`config.mk`:
```
export PLATFORM = sky130hd
export DESIGN_NAME = pong_score_ctrl
export DESIGN_NICKNAME = d
export VERILOG_FILES = /design/src/rtl/pong_score_ctrl_pkg.sv /design/src/rtl/bcd2_counter.sv /design/src/rtl/pong_score_ctrl.sv
export SDC_FILE = /design/constraint.sdc
export NUM_CORES = 1
export LEC_CHECK = 0
export BUFFER_PORTS_ARGS = -buffer_cell sky130_fd_sc_hd__buf_4
export CORE_MARGIN = 3
export CORE_UTILIZATION = 61
export CTS_BUF_LIST = sky130_fd_sc_hd__clkbuf_4
export DETAILED_ROUTE_END_ITERATION = 12
export PLACE_DENSITY = 0.91
export SLEW_MARGIN = 25
export SYNTH_ARGS = -nofsm -noshare
export SYNTH_HDL_FRONTEND = slang
export SYNTH_HIERARCHICAL = 1
export SYNTH_SLANG_ARGS = --single-unit
```
`constraint.sdc`:
```
create_clock -name clk -period 5.55 [get_ports clk]
set_clock_uncertainty 0.2 [all_clocks]
set_input_delay 0.2775 -clock clk [delete_from_list [all_inputs] [get_ports clk]]
set_output_delay 0.2775 -clock clk [all_outputs]
set_load 0.01 [all_outputs]
```
`src/rtl/pong_score_ctrl_pkg.sv`:
```
// Shared types and BCD helpers for the pong score/game-flow controller.
package pong_score_ctrl_pkg;

    typedef enum logic [1:0] {
        ST_IDLE  = 2'b00,
        ST_SERVE = 2'b01,
        ST_PLAY  = 2'b10,
        ST_OVER  = 2'b11
    } state_e;

    typedef enum logic [1:0] {
        WIN_NONE = 2'b00,
        WIN_P1   = 2'b01,
        WIN_P2   = 2'b10
    } winner_e;

    localparam int BCD_W = 4;

    // Two-digit BCD increment that holds at 99 instead of wrapping.
    function automatic logic [2*BCD_W-1:0] bcd_inc(input logic [BCD_W-1:0] tens,
                                                   input logic [BCD_W-1:0] ones);
        if (tens == 4'd9 && ones == 4'd9)
            return {tens, ones};
        else if (ones == 4'd9)
            return {tens + 4'd1, 4'd0};
        else
            return {tens, ones + 4'd1};
    endfunction

    function automatic logic [6:0] bcd_to_bin(input logic [2*BCD_W-1:0] bcd);
        return 7'(bcd[7:4]) * 7'd10 + 7'(bcd[3:0]);
    endfunction

endpackage

```
`src/rtl/bcd2_counter.sv`:
```
// Two-digit BCD point counter, saturating at 99; clear has priority over increment.
module bcd2_counter
    import pong_score_ctrl_pkg::*;
(
    input  logic             clk,
    input  logic             reset,
    input  logic             clr,
    input  logic             inc,
    output logic [BCD_W-1:0] tens,
    output logic [BCD_W-1:0] ones
);

    logic [BCD_W-1:0] tens_q, tens_d;
    logic [BCD_W-1:0] ones_q, ones_d;

    always_comb begin
        tens_d = tens_q;
        ones_d = ones_q;
        if (clr) begin
            tens_d = '0;
            ones_d = '0;
        end else if (inc) begin
            {tens_d, ones_d} = bcd_inc(tens_q, ones_q);
        end
    end

    // NOTE: non-blocking here so every flop samples pre-edge values regardless of block order.
    always_ff @(posedge clk) begin
        if (reset) begin
            tens_q <= '0;
            ones_q <= '0;
        end else begin
            tens_q <= tens_d;
            ones_q <= ones_d;
        end
    end

    assign tens = tens_q;
    assign ones = ones_q;

endmodule

```
`src/rtl/pong_score_ctrl.sv`:
```
// Pong game-flow FSM (IDLE/SERVE/PLAY/OVER) with per-player BCD scores and overlay outputs.
module pong_score_ctrl
    import pong_score_ctrl_pkg::*;
#(
    parameter logic [6:0] WIN_SCORE    = 7'd11,
    parameter logic [7:0] SERVE_FRAMES = 8'd60,
    parameter logic [7:0] OVER_FRAMES  = 8'd120
) (
    input  logic       clk,
    input  logic       reset,
    input  logic       tick,
    input  logic       btn_start,
    input  logic       p1_point,
    input  logic       p2_point,
    output logic [3:0] dig0,
    output logic [3:0] dig1,
    output logic [3:0] dig2,
    output logic [3:0] dig3,
    output logic [1:0] game_state,
    output logic       ball_run,
    output logic       ball_reset,
    output logic [1:0] winner
);

    state_e     state_q, state_d;
    winner_e    winner_q, winner_d;
    logic [7:0] frame_q, frame_d;
    logic       btn_d_q;
    logic       ball_run_q, ball_run_d;
    logic       ball_reset_q, ball_reset_d;

    logic       start_rise;
    logic       score_clr, p1_inc, p2_inc;
    logic       p1_win, p2_win;
    logic [3:0] p1_tens, p1_ones, p2_tens, p2_ones;

    assign start_rise = btn_start & ~btn_d_q;

    // Win is judged on the post-increment score so OVER is entered on the scoring cycle.
    assign p1_win = (bcd_to_bin(bcd_inc(p1_tens, p1_ones)) == WIN_SCORE);
    assign p2_win = (bcd_to_bin(bcd_inc(p2_tens, p2_ones)) == WIN_SCORE);

    bcd2_counter u_p1_score (
        .clk   (clk),
        .reset (reset),
        .clr   (score_clr),
        .inc   (p1_inc),
        .tens  (p1_tens),
        .ones  (p1_ones)
    );

    bcd2_counter u_p2_score (
        .clk   (clk),
        .reset (reset),
        .clr   (score_clr),
        .inc   (p2_inc),
        .tens  (p2_tens),
        .ones  (p2_ones)
    );

    // NOTE: every variable gets a default first so no path leaves one unassigned (no latches).
    always_comb begin
        state_d      = state_q;
        winner_d     = winner_q;
        frame_d      = frame_q;
        ball_reset_d = 1'b0;
        score_clr    = 1'b0;
        p1_inc       = 1'b0;
        p2_inc       = 1'b0;

        unique case (state_q)
            ST_IDLE: begin
                if (start_rise) begin
                    score_clr    = 1'b1;
                    ball_reset_d = 1'b1;
                    state_d      = ST_SERVE;
                    frame_d      = '0;
                end
            end
            ST_SERVE: begin
                if (tick) begin
                    if (frame_q == SERVE_FRAMES - 8'd1) begin
                        state_d = ST_PLAY;
                        frame_d = '0;
                    end else begin
                        frame_d = frame_q + 8'd1;
                    end
                end
            end
            ST_PLAY: begin
                // A simultaneous point goes to player 1; player 2's pulse is dropped.
                if (p1_point || p2_point) begin
                    p1_inc  = p1_point;
                    p2_inc  = p2_point & ~p1_point;
                    frame_d = '0;
                    if ((p1_point && p1_win) || (!p1_point && p2_win)) begin
                        state_d  = ST_OVER;
                        winner_d = p1_point ? WIN_P1 : WIN_P2;
                    end else begin
                        state_d      = ST_SERVE;
                        ball_reset_d = 1'b1;
                    end
                end
            end
            ST_OVER: begin
                if (tick && frame_q != OVER_FRAMES)
                    frame_d = frame_q + 8'd1;
                if (start_rise && frame_q == OVER_FRAMES) begin
                    score_clr    = 1'b1;
                    winner_d     = WIN_NONE;
                    ball_reset_d = 1'b1;
                    state_d      = ST_SERVE;
                    frame_d      = '0;
                end
            end
        endcase

        ball_run_d = (state_d == ST_PLAY);
    end

    always_ff @(posedge clk) begin
        if (reset) begin
            state_q      <= ST_IDLE;
            winner_q     <= WIN_NONE;
            frame_q      <= '0;
            btn_d_q      <= 1'b0;
            ball_run_q   <= 1'b0;
            ball_reset_q <= 1'b0;
        end else begin
            state_q      <= state_d;
            winner_q     <= winner_d;
            frame_q      <= frame_d;
            btn_d_q      <= btn_start;
            ball_run_q   <= ball_run_d;
            ball_reset_q <= ball_reset_d;
        end
    end

    assign dig1       = p1_tens;
    assign dig0       = p1_ones;
    assign dig2       = p2_tens;
    assign dig3       = p2_ones;
    assign game_state = state_q;
    assign ball_run   = ball_run_q;
    assign ball_reset = ball_reset_q;
    assign winner     = winner_q;

endmodule

```
==> results of run 1 <==
metal layers:
layer  global-route usage [%]  vias to the layer above  wire length, µm
li1                         -                     1218                -
met2                     37.8                       71             2680
met1                     32.2                     1124             2660
met4                     7.72                        0               74
met5                        0                        -                0
met3                     4.57                        8              304
worst max-delay path, delay by kind of cell, from the launching register on:
family                   cells  cell delay, ns
adder cells (fa/ha/maj)      3            1.05
AO/OA/AOI/OAI                5            1.82
flip-flops                   1            0.62
AND/OR/NAND/NOR              4            0.67
Yosys cell counts, drive strengths merged (4+ instances only):
cell type,instances,share of area (%)
dfxtp,31,23
inv,29,4.1
nor2,28,3.9
ha,27,13
nand2,24,3.4
a21oi,15,2.8
nand3,15,2.8
xnor2,15,4.9
o21ai,12,2.2
nor3,10,1.9
xor2,6,2.0
a211o,5,1.6
a211oi,5,1.6
nand4,5,1.2
or2,5,1.2
a21o,4,1.2
a31o,4,1.3
and4bb,4,1.9
fa,4,3.0
nor4,4,0.93
o31ai,4,1.1
power by group through the flow:
stage	Clock, mW	Combinational [mW]	Sequential (mW)
floorplan	0	0.0348	0.235
global placement	0	0.0457	0.235
detailed placement	0	0.0462	0.235
CTS	0.181	0.0480	0.230
global route	0.191	0.0554	0.231
finish	0.176	0.0482	0.230
path summary, 6_finish.rpt:
kind                                         start                 end  cells past startpoint
worst max-delay path            u_p2_score/ones[0]           winner[1]                     12
worst min-delay path                      p1_point  u_p2_score/ones[0]                      4
worst max register to register  u_p2_score/ones[0]           winner[1]                     12
worst min register to register          frame_q[1]          frame_q[1]                      2
cells in the final DEF, fill, tap and decap left out, types with 4 or more instances in the layout:
cell / instances
nand3_1: 15
dfxtp_1: 31
a31o_2: 4
a211o_1: 5
clkbuf_4: 5
ha_1: 27
fa_1: 4
inv_1: 29
o31ai_1: 4
xnor2_1: 15
buf_4: 27
nand2_1: 24
a211oi_1: 4
a21oi_1: 15
o21ai_0: 11
xor2_1: 6
or2_2: 5
nor2_1: 28
nand4_1: 5
nor3_1: 10
nor4_1: 4
flip-flops by register name, summed over array words and instances, names as in the netlist, 2 cells and up:
register,count
frame_q,8
game_state,2
u_p1_score/ones,4
u_p1_score/tens,4
u_p2_score/ones,4
u_p2_score/tens,4
winner,2
through the flow:
step | instance area (µm²) | instances | util [%]
finish | 3010 | 397 | 73.1
floorplan | 2680 | 314 | -
global route | 3010 | 397 | 73.1
detailed placement | 2900 | 386 | 70.5
CTS | 3010 | 397 | 73.1
global placement | 2900 | 386 | 70.5
repair_timing:
| item | in CTS | in global routing |
|---|---|---|
| buffers inserted | 0 | 0 |
| endpoints found under the hold margin | 2 | 0 |
| hold buffers | 3 | 0 |
area by class of cell:
type,count,area (µm²),share of cell area (%)
clock buffers,5,37.5,1.25
multi-input cells,249,1910,63.4
well taps,50,62.6,2.08
inverters,29,109,3.62
flip-flops and latches,31,621,20.6
repair buffers,30,233,7.74
clock inverters,3,38.8,1.29
cell families after synthesis:
logic type	share of synthesized area, %
flops	23.2
compound gates	20.0
mux	0.841
buf+inv	5.61
xor+xnor	8.55
simple gates	26.2
fa+ha+maj	15.6
==> impl_metrics.toml, run 1 <==
[floorplan]
dieArea_mm2 = 0.00522
start_util_pct = 65.1
pin_count = 28
fp.dieW_um = 72.3
rows = 23
design.core.area_mm2 = 0.00412
die_h_um = 72.3

[sta]
fmax_mhz = 223
tightest_slew_ns = 0.611
drv_slew = 0
setup_violations = 0
worst_slack_ns = 1.07
finalHoldViolCount = 0
hold_ws_ns = 0.202
fin_crit_sh_pct = 80.7
rsz0062_at_grt = "no"
slew_headroom_pct = 58.2
setup-tns-final_ns = 0
period_needed_ns = 4.48

[cells_and_area]
drive_above_1_share_pct = 17.0
nFillCells = 316
fin_nets = 383
antenna_cells = 0
area_growth_pct = 12.3

[power]
p_leak_nw = 1.23
irDropWorstVdd_v = 0.000148
switchingPower_mw = 0.117
power_frac_seq_pct = 50.6
p_int_mw = 0.338
sw_frac_of_total_pct = 25.7
p_per_area_mw_per_mm2 = 151
combPwrFrac_pct = 10.6
p_total_mw = 0.455
clkPwrFrac_pct = 38.8

[yosys]
ys_types = 61
syn_nets = 351
syn-cell-area_mm2 = 0.00268
ys_ff_latch = 31
synth_edf_count = 0
netlist_instances = 314
synth_warnings = 6
yosysSeqAreaShare_pct = 23.2
synth_flop_cell = "dfxtp_1"
async_flop_share_pct = 0
avgSynthCellArea_um2 = 8.53

[critical_path]
worst-path-max-fanout = 14
slowest_delay_ns = 0.62
arrival_ns = 4.51
crit_type = "flip-flop to flip-flop"
required_ns = 5.58
cp_cell_sequence = "and4bb_1, nand2_1, o21ai_0, ha_1, ha_1, fa_1, nand3_1, a2111oi_0, nand2_1, o32ai_2, o31ai_1, a211o_1"
cp-end-kind = "flip-flop"
cp-start-kind = "flip-flop"
reg2reg_setup_slack_ns = 1.07
slowest_stage = "dfxtp_1"

[clocking]
ctsResizeCount = 0
cts_sinks = 31
cts_buffers = 5
cts_tree = "done"
h-tree-depth = 2
root_buffer = "clkbuf_4"
clock_latency_ns = 0.35
cts_max_path_buffers = 2
clk_pin_slew_worst_paths_ns = 0.12

[drt]
detail-route-antenna-nets = 0
drc_errors = 0
wl_um = 5720
wl_per_cell_um = 14.4
drtIter0Drc = 150
num_vias = 2421
dr.pass1.iters = 4
viasPerCell = 6.10

[hold_path]
min-delay-path-class = "input pin to flip-flop"

[grt]
antenna_found_initial = 0
grt_overflow_total = 0
grt_max_degree = 16
grt_pass1_vias = 2232
grt_pass1_wl_um = 10000
grt.total_usage_pct = 23.7

[placed_design]
preCtsSetupSlack_ns = 1.15
io_buffer_count = 27
gp_congestion = 0.905
dp_hpwl_um = 4180

[job]
maxCapViolCount = 0

[status]
status = "complete, no violations"
Note: power is estimated with default switching activity, not from simulation.
==> inputs of run 2 (changes only) <==
Settings changed: CORE_UTILIZATION 61 to 56, PLACE_DENSITY 0.91 to 0.88.
Clock period 5.55 ns to 3.9 ns, I/O delays scaled along.
==> impl_metrics.toml, run 2 (synthesized netlist as in run 1, its figures left out) <==
[status]
status = "complete, no violations"

[drt]
wl_per_cell_um = 14.7
dr.pass1.iters = 5
num_vias = 2537
drc_errors = 0
viasPerCell = 6.03
detail-route-antenna-nets = 0
drtIter0Drc = 156
wl_um = 6200

[floorplan]
design.core.area_mm2 = 0.00447
rows = 24
fp.dieW_um = 75.1
start_util_pct = 59.8
dieArea_mm2 = 0.00565
die_h_um = 75.1
pin_count = 28

[sta]
fmax_mhz = 257
setup-tns-final_ns = 0
worst_slack_ns = 0.00783
rsz0062_at_grt = "yes"
tightest_slew_ns = 0.580
drv_slew = 0
slew_headroom_pct = 61.1
period_needed_ns = 3.89
setup_violations = 0
fin_crit_sh_pct = 99.8
finalHoldViolCount = 0

[critical_path]
slowest_delay_ns = 0.54
cp-endpoint = "winner[0]"
reg2reg_to = "winner[0]"
cp-start-kind = "flip-flop"
reg2reg_depth = 12
cp-end-kind = "flip-flop"
cp_cell_sequence = "and4bb_2, and4_4, xor2_2, ha_1, ha_2, fa_1, a21o_1, a2111oi_4, nand2_1, o32ai_4, nor4b_2, or3b_1"
timing.rr.start = "u_p2_score/ones[1]"
required_ns = 3.92
crit_start = "u_p2_score/ones[1]"
reg2reg_setup_slack_ns = 0.008
worst-path-max-fanout = 4
crit_type = "flip-flop to flip-flop"
slowest_stage = "fa_1"
arrival_ns = 3.91

[cells_and_area]
top_register = "frame_q"
mostFrequentLayoutCells = "50 x buf_4, 29 x inv_1, 28 x nor2_1, 26 x ha_1, 26 x dfxtp_1"
largest_reg_flops = 8
final_common_cell = "buf_4"
area_growth_pct = 20.5
antenna_cells = 0
drive_above_1_share_pct = 25.5
nFillCells = 353
fin_nets = 405
stdcell_count = 421

[power]
irDropWorstVdd_v = 0.000215
combPwrFrac_pct = 12.1
p_total_mw = 0.576
p_int_mw = 0.414
switchingPower_mw = 0.162
p_leak_nw = 1.33
power_frac_seq_pct = 56.7
sw_frac_of_total_pct = 28.1
p_per_area_mw_per_mm2 = 178
clkPwrFrac_pct = 31.2

[placed_design]
dp_hpwl_um = 4460
dpl.cell_count = 406
io_buffer_count = 27
preCtsSetupSlack_ns = -0.0676
gp_congestion = 0.871

[clocking]
h-tree-depth = 2
cts_sinks = 31
clk_pin_slew_worst_paths_ns = 0.11
root_buffer = "clkbuf_4"
clock_latency_ns = 0.34
cts_max_path_buffers = 2
cts_tree = "done"
cts_buffers = 5

[job]
maxCapViolCount = 0

[grt]
grt_max_degree = 15
antenna_found_initial = 0
grt_pass1_vias = 2280
grt.total_usage_pct = 22.4
grt_overflow_total = 0
grt_pass1_wl_um = 10100

[hold_path]
min-delay-path-class = "input pin to flip-flop"
## run 2: worst max-delay path, delay by kind of cell (launching register included)
family / cells / cell delay [ns]
AOI/OAI and AO/OA: 3 / 0.93
DFF: 1 / 0.33
adders and majority gates: 3 / 1.00
xor gates and xnor gates: 1 / 0.16
and+or+nand+nor: 5 / 1.13
## run 2: power by group through the flow
stage	Combinational (mW)	Clock (mW)	Sequential, mW
2_1_floorplan	0.0495	0	0.334
3_3_place_gp	0.0646	0	0.334
3_5_place_dp	0.0676	0	0.334
4_1_cts	0.0694	0.186	0.327
5_1_grt	0.0775	0.192	0.328
6_report	0.0697	0.179	0.326
## run 2: worst min path at each step
| stage | startpoint | endpoint | cells past startpoint |
|---|---|---|---|
| 6_report | p1_point | u_p2_score/ones[0] | 4 |
| 4_1_cts | p1_point | u_p2_score/ones[0] | 4 |
| 3_5_place_dp | btn_start | btn_d_q | 2 |
| 3_3_place_gp | btn_start | btn_d_q | 2 |
| 5_1_grt | tick | frame_q[1] | 4 |
| 2_1_floorplan | btn_start | btn_d_q | 1 |
## run 2: repair_timing
item                                   4_1_cts  5_1_grt
resized for setup                            1       11
endpoints found under the hold margin        3        0
setup buffers                                0        5
hold buffers                                 2        0
pin swaps                                    1        7
setup endpoints to repair                    2        4
## run 2: layer usage
| metal | vias up | global-route usage (%) | routed length [µm] |
|---|---|---|---|
| li1 | 1256 | - | - |
| met1 | 1208 | 31.0 | 2840 |
| met5 | - | 0 | 0 |
| met4 | 0 | 6.02 | 77 |
| met2 | 66 | 36.4 | 3000 |
| met3 | 7 | 3.34 | 276 |
## run 2: cell type report
cell class	count	area [µm²]	area share [%]
clock buffers	5	37.5	1.16
clock inverters	3	15.0	0.465
well taps	52	65.1	2.02
flip-flops and latches	31	629	19.5
inverters	29	109	3.37
repair buffers	52	395	12.3
multi-input cells	249	1970	61.2
## run 2: per-stage QoR
stage               hold slack, ns  area, µm²  utilization, %
floorplan                    0.123       2700               -
global placement             0.224       3060            68.4
detailed placement           0.263       3060            68.4
CTS                          0.118       3140            70.1
global route                 0.193       3230            72.1
finish                       0.145       3230            72.1
==> inputs of run 3 (changes only) <==
Settings changed: CORE_MARGIN 3 to 2, RECOVER_POWER from default to 25.
==> impl_metrics.toml, run 3 (synthesized netlist as in run 1, its figures left out) <==
[grt]
grtUsageMet3_pct = 3.73
grt.total_usage_pct = 24.0
grt_pass1_wl_um = 10300
use_met1_pct = 33.2
antenna_found_initial = 0
grtUsageMet2_pct = 38.3
grt_overflow_total = 0
grt_max_degree = 15
grt_pass1_vias = 2357
top_usage_layer = "met2"

[critical_path]
crit_type = "flip-flop to flip-flop"
cp-end-kind = "flip-flop"
slowest_stage = "fa_1"
path_delay_family = "simple AND/OR/NAND/NOR gates"
worst-path-max-fanout = 5
required_ns = 3.92
cp.buffers_inverters = 0
cp-start-kind = "flip-flop"
slowest_delay_ns = 0.52
arrival_ns = 3.93
cp_cell_sequence = "and4bb_2, and4_4, xor2_1, ha_1, ha_2, fa_1, a21o_1, a2111oi_4, nand2_1, o32ai_4, nor4b_2, or3b_1"

[sta]
tightest_slew_ns = 0.599
finalHoldViolCount = 0
drv_slew = 0
slew_headroom_pct = 59.6
worst_slack_ns = -0.00692
setup_violations = 1
setup-tns-final_ns = -0.00692
fmax_mhz = 256
hold_ws_ns = 0.156
fin_crit_sh_pct = 100
period_needed_ns = 3.91
rsz0062_at_grt = "yes"

[cells_and_area]
area_growth_pct = 19.2
drive_above_1_share_pct = 22.2
finalInstanceArea_mm2 = 0.00319
final_common_cell = "buf_4"
stdcell_count = 424
fin_nets = 406
mostFrequentLayoutCells = "42 x buf_4, 29 x inv_1, 28 x nor2_1, 27 x dfxtp_1, 26 x ha_1"
antenna_cells = 0
largest_reg_flops = 8
top_register = "frame_q"
post-route-util_pct = 68.5

[drt]
viasPerCell = 6.02
wl_per_cell_um = 14.7
drtIter0Drc = 140
num_vias = 2553
dr.pass1.iters = 4
wl_um = 6210
drc_errors = 0
detail-route-antenna-nets = 0

[power]
p_total_mw = 0.567
irDropWorstVdd_v = 0.000205
p_per_area_mw_per_mm2 = 178
p_int_mw = 0.413
clkPwrFrac_pct = 30.4
sw_frac_of_total_pct = 27.2
switchingPower_mw = 0.154
p_leak_nw = 1.30
combPwrFrac_pct = 12.0
power_frac_seq_pct = 57.6

[floorplan]
pin_count = 28
rows = 25
start_util_pct = 57.4
design.core.area_mm2 = 0.00466
fp.dieW_um = 73.1
dieArea_mm2 = 0.00535
die_h_um = 73.1

[placed_design]
dp_hpwl_um = 4600
preCtsSetupSlack_ns = -0.0677
gp_congestion = 0.904
dpl.cell_count = 409
place_area_mm2 = 0.00307
io_buffer_count = 27

[clocking]
root_buffer = "clkbuf_4"
clock_latency_ns = 0.32
cts_tree = "done"
cts_sinks = 31
cts_max_path_buffers = 2
cts_buffers = 5
h-tree-depth = 2
clk_pin_slew_worst_paths_ns = 0.10

[job]
maxCapViolCount = 0

[hold_path]
min-delay-path-class = "input pin to flip-flop"

[status]
status = "complete, but fails checks"
violations = "setup timing"
-- run 3: layer usage --
metal	up-vias	wire (µm)
met5	-	0
met4	0	104
met3	12	290
met2	59	2980
met1	1217	2830
li1	1265	-
-- run 3: tightest hold or removal path: stages --
cell	delay [ns]
buf_4	0.08
a21oi_1	0.11
o21ai_0	0.18
a21oi_1	0.06
-- run 3: cell type report --
type / count / area (µm²)
Multi-Input combinational cell: 249 / 1960
Sequential cell: 31 / 628
Inverter: 29 / 109
Tap cell: 54 / 67.6
Fill cell: 366 / 1470
Clock buffer: 5 / 37.5
Clock inverter: 3 / 15.0
Timing Repair Buffer: 53 / 375
-- run 3: final timing paths --
path	start	end	slack (ns)	depth (start not counted)
min	tick	frame_q[1]	0.16	4
max reg2reg	u_p2_score/ones[1]	winner[0]	-0.007	12
max	u_p2_score/ones[1]	winner[0]	-0.007	12
min reg2reg	frame_q[1]	frame_q[1]	0.32	2
-- run 3: repair_timing --
action,4_1_cts,5_1_grt
setup endpoints to repair,2,4
hold buffers,3,0
cloned,0,0
pin swaps,1,10
buffers inserted,0,4
hold endpoints to repair,3,0
gates resized for setup,1,8
-- run 3: power by group through the flow --
stage          combinational, mW  sequential, mW  clock, mW
2_1_floorplan             0.0495           0.334          0
3_3_place_gp              0.0643           0.334          0
3_5_place_dp              0.0658           0.334          0
4_1_cts                   0.0687           0.326      0.180
5_1_grt                   0.0758           0.328      0.194
6_report                  0.0680           0.326      0.172
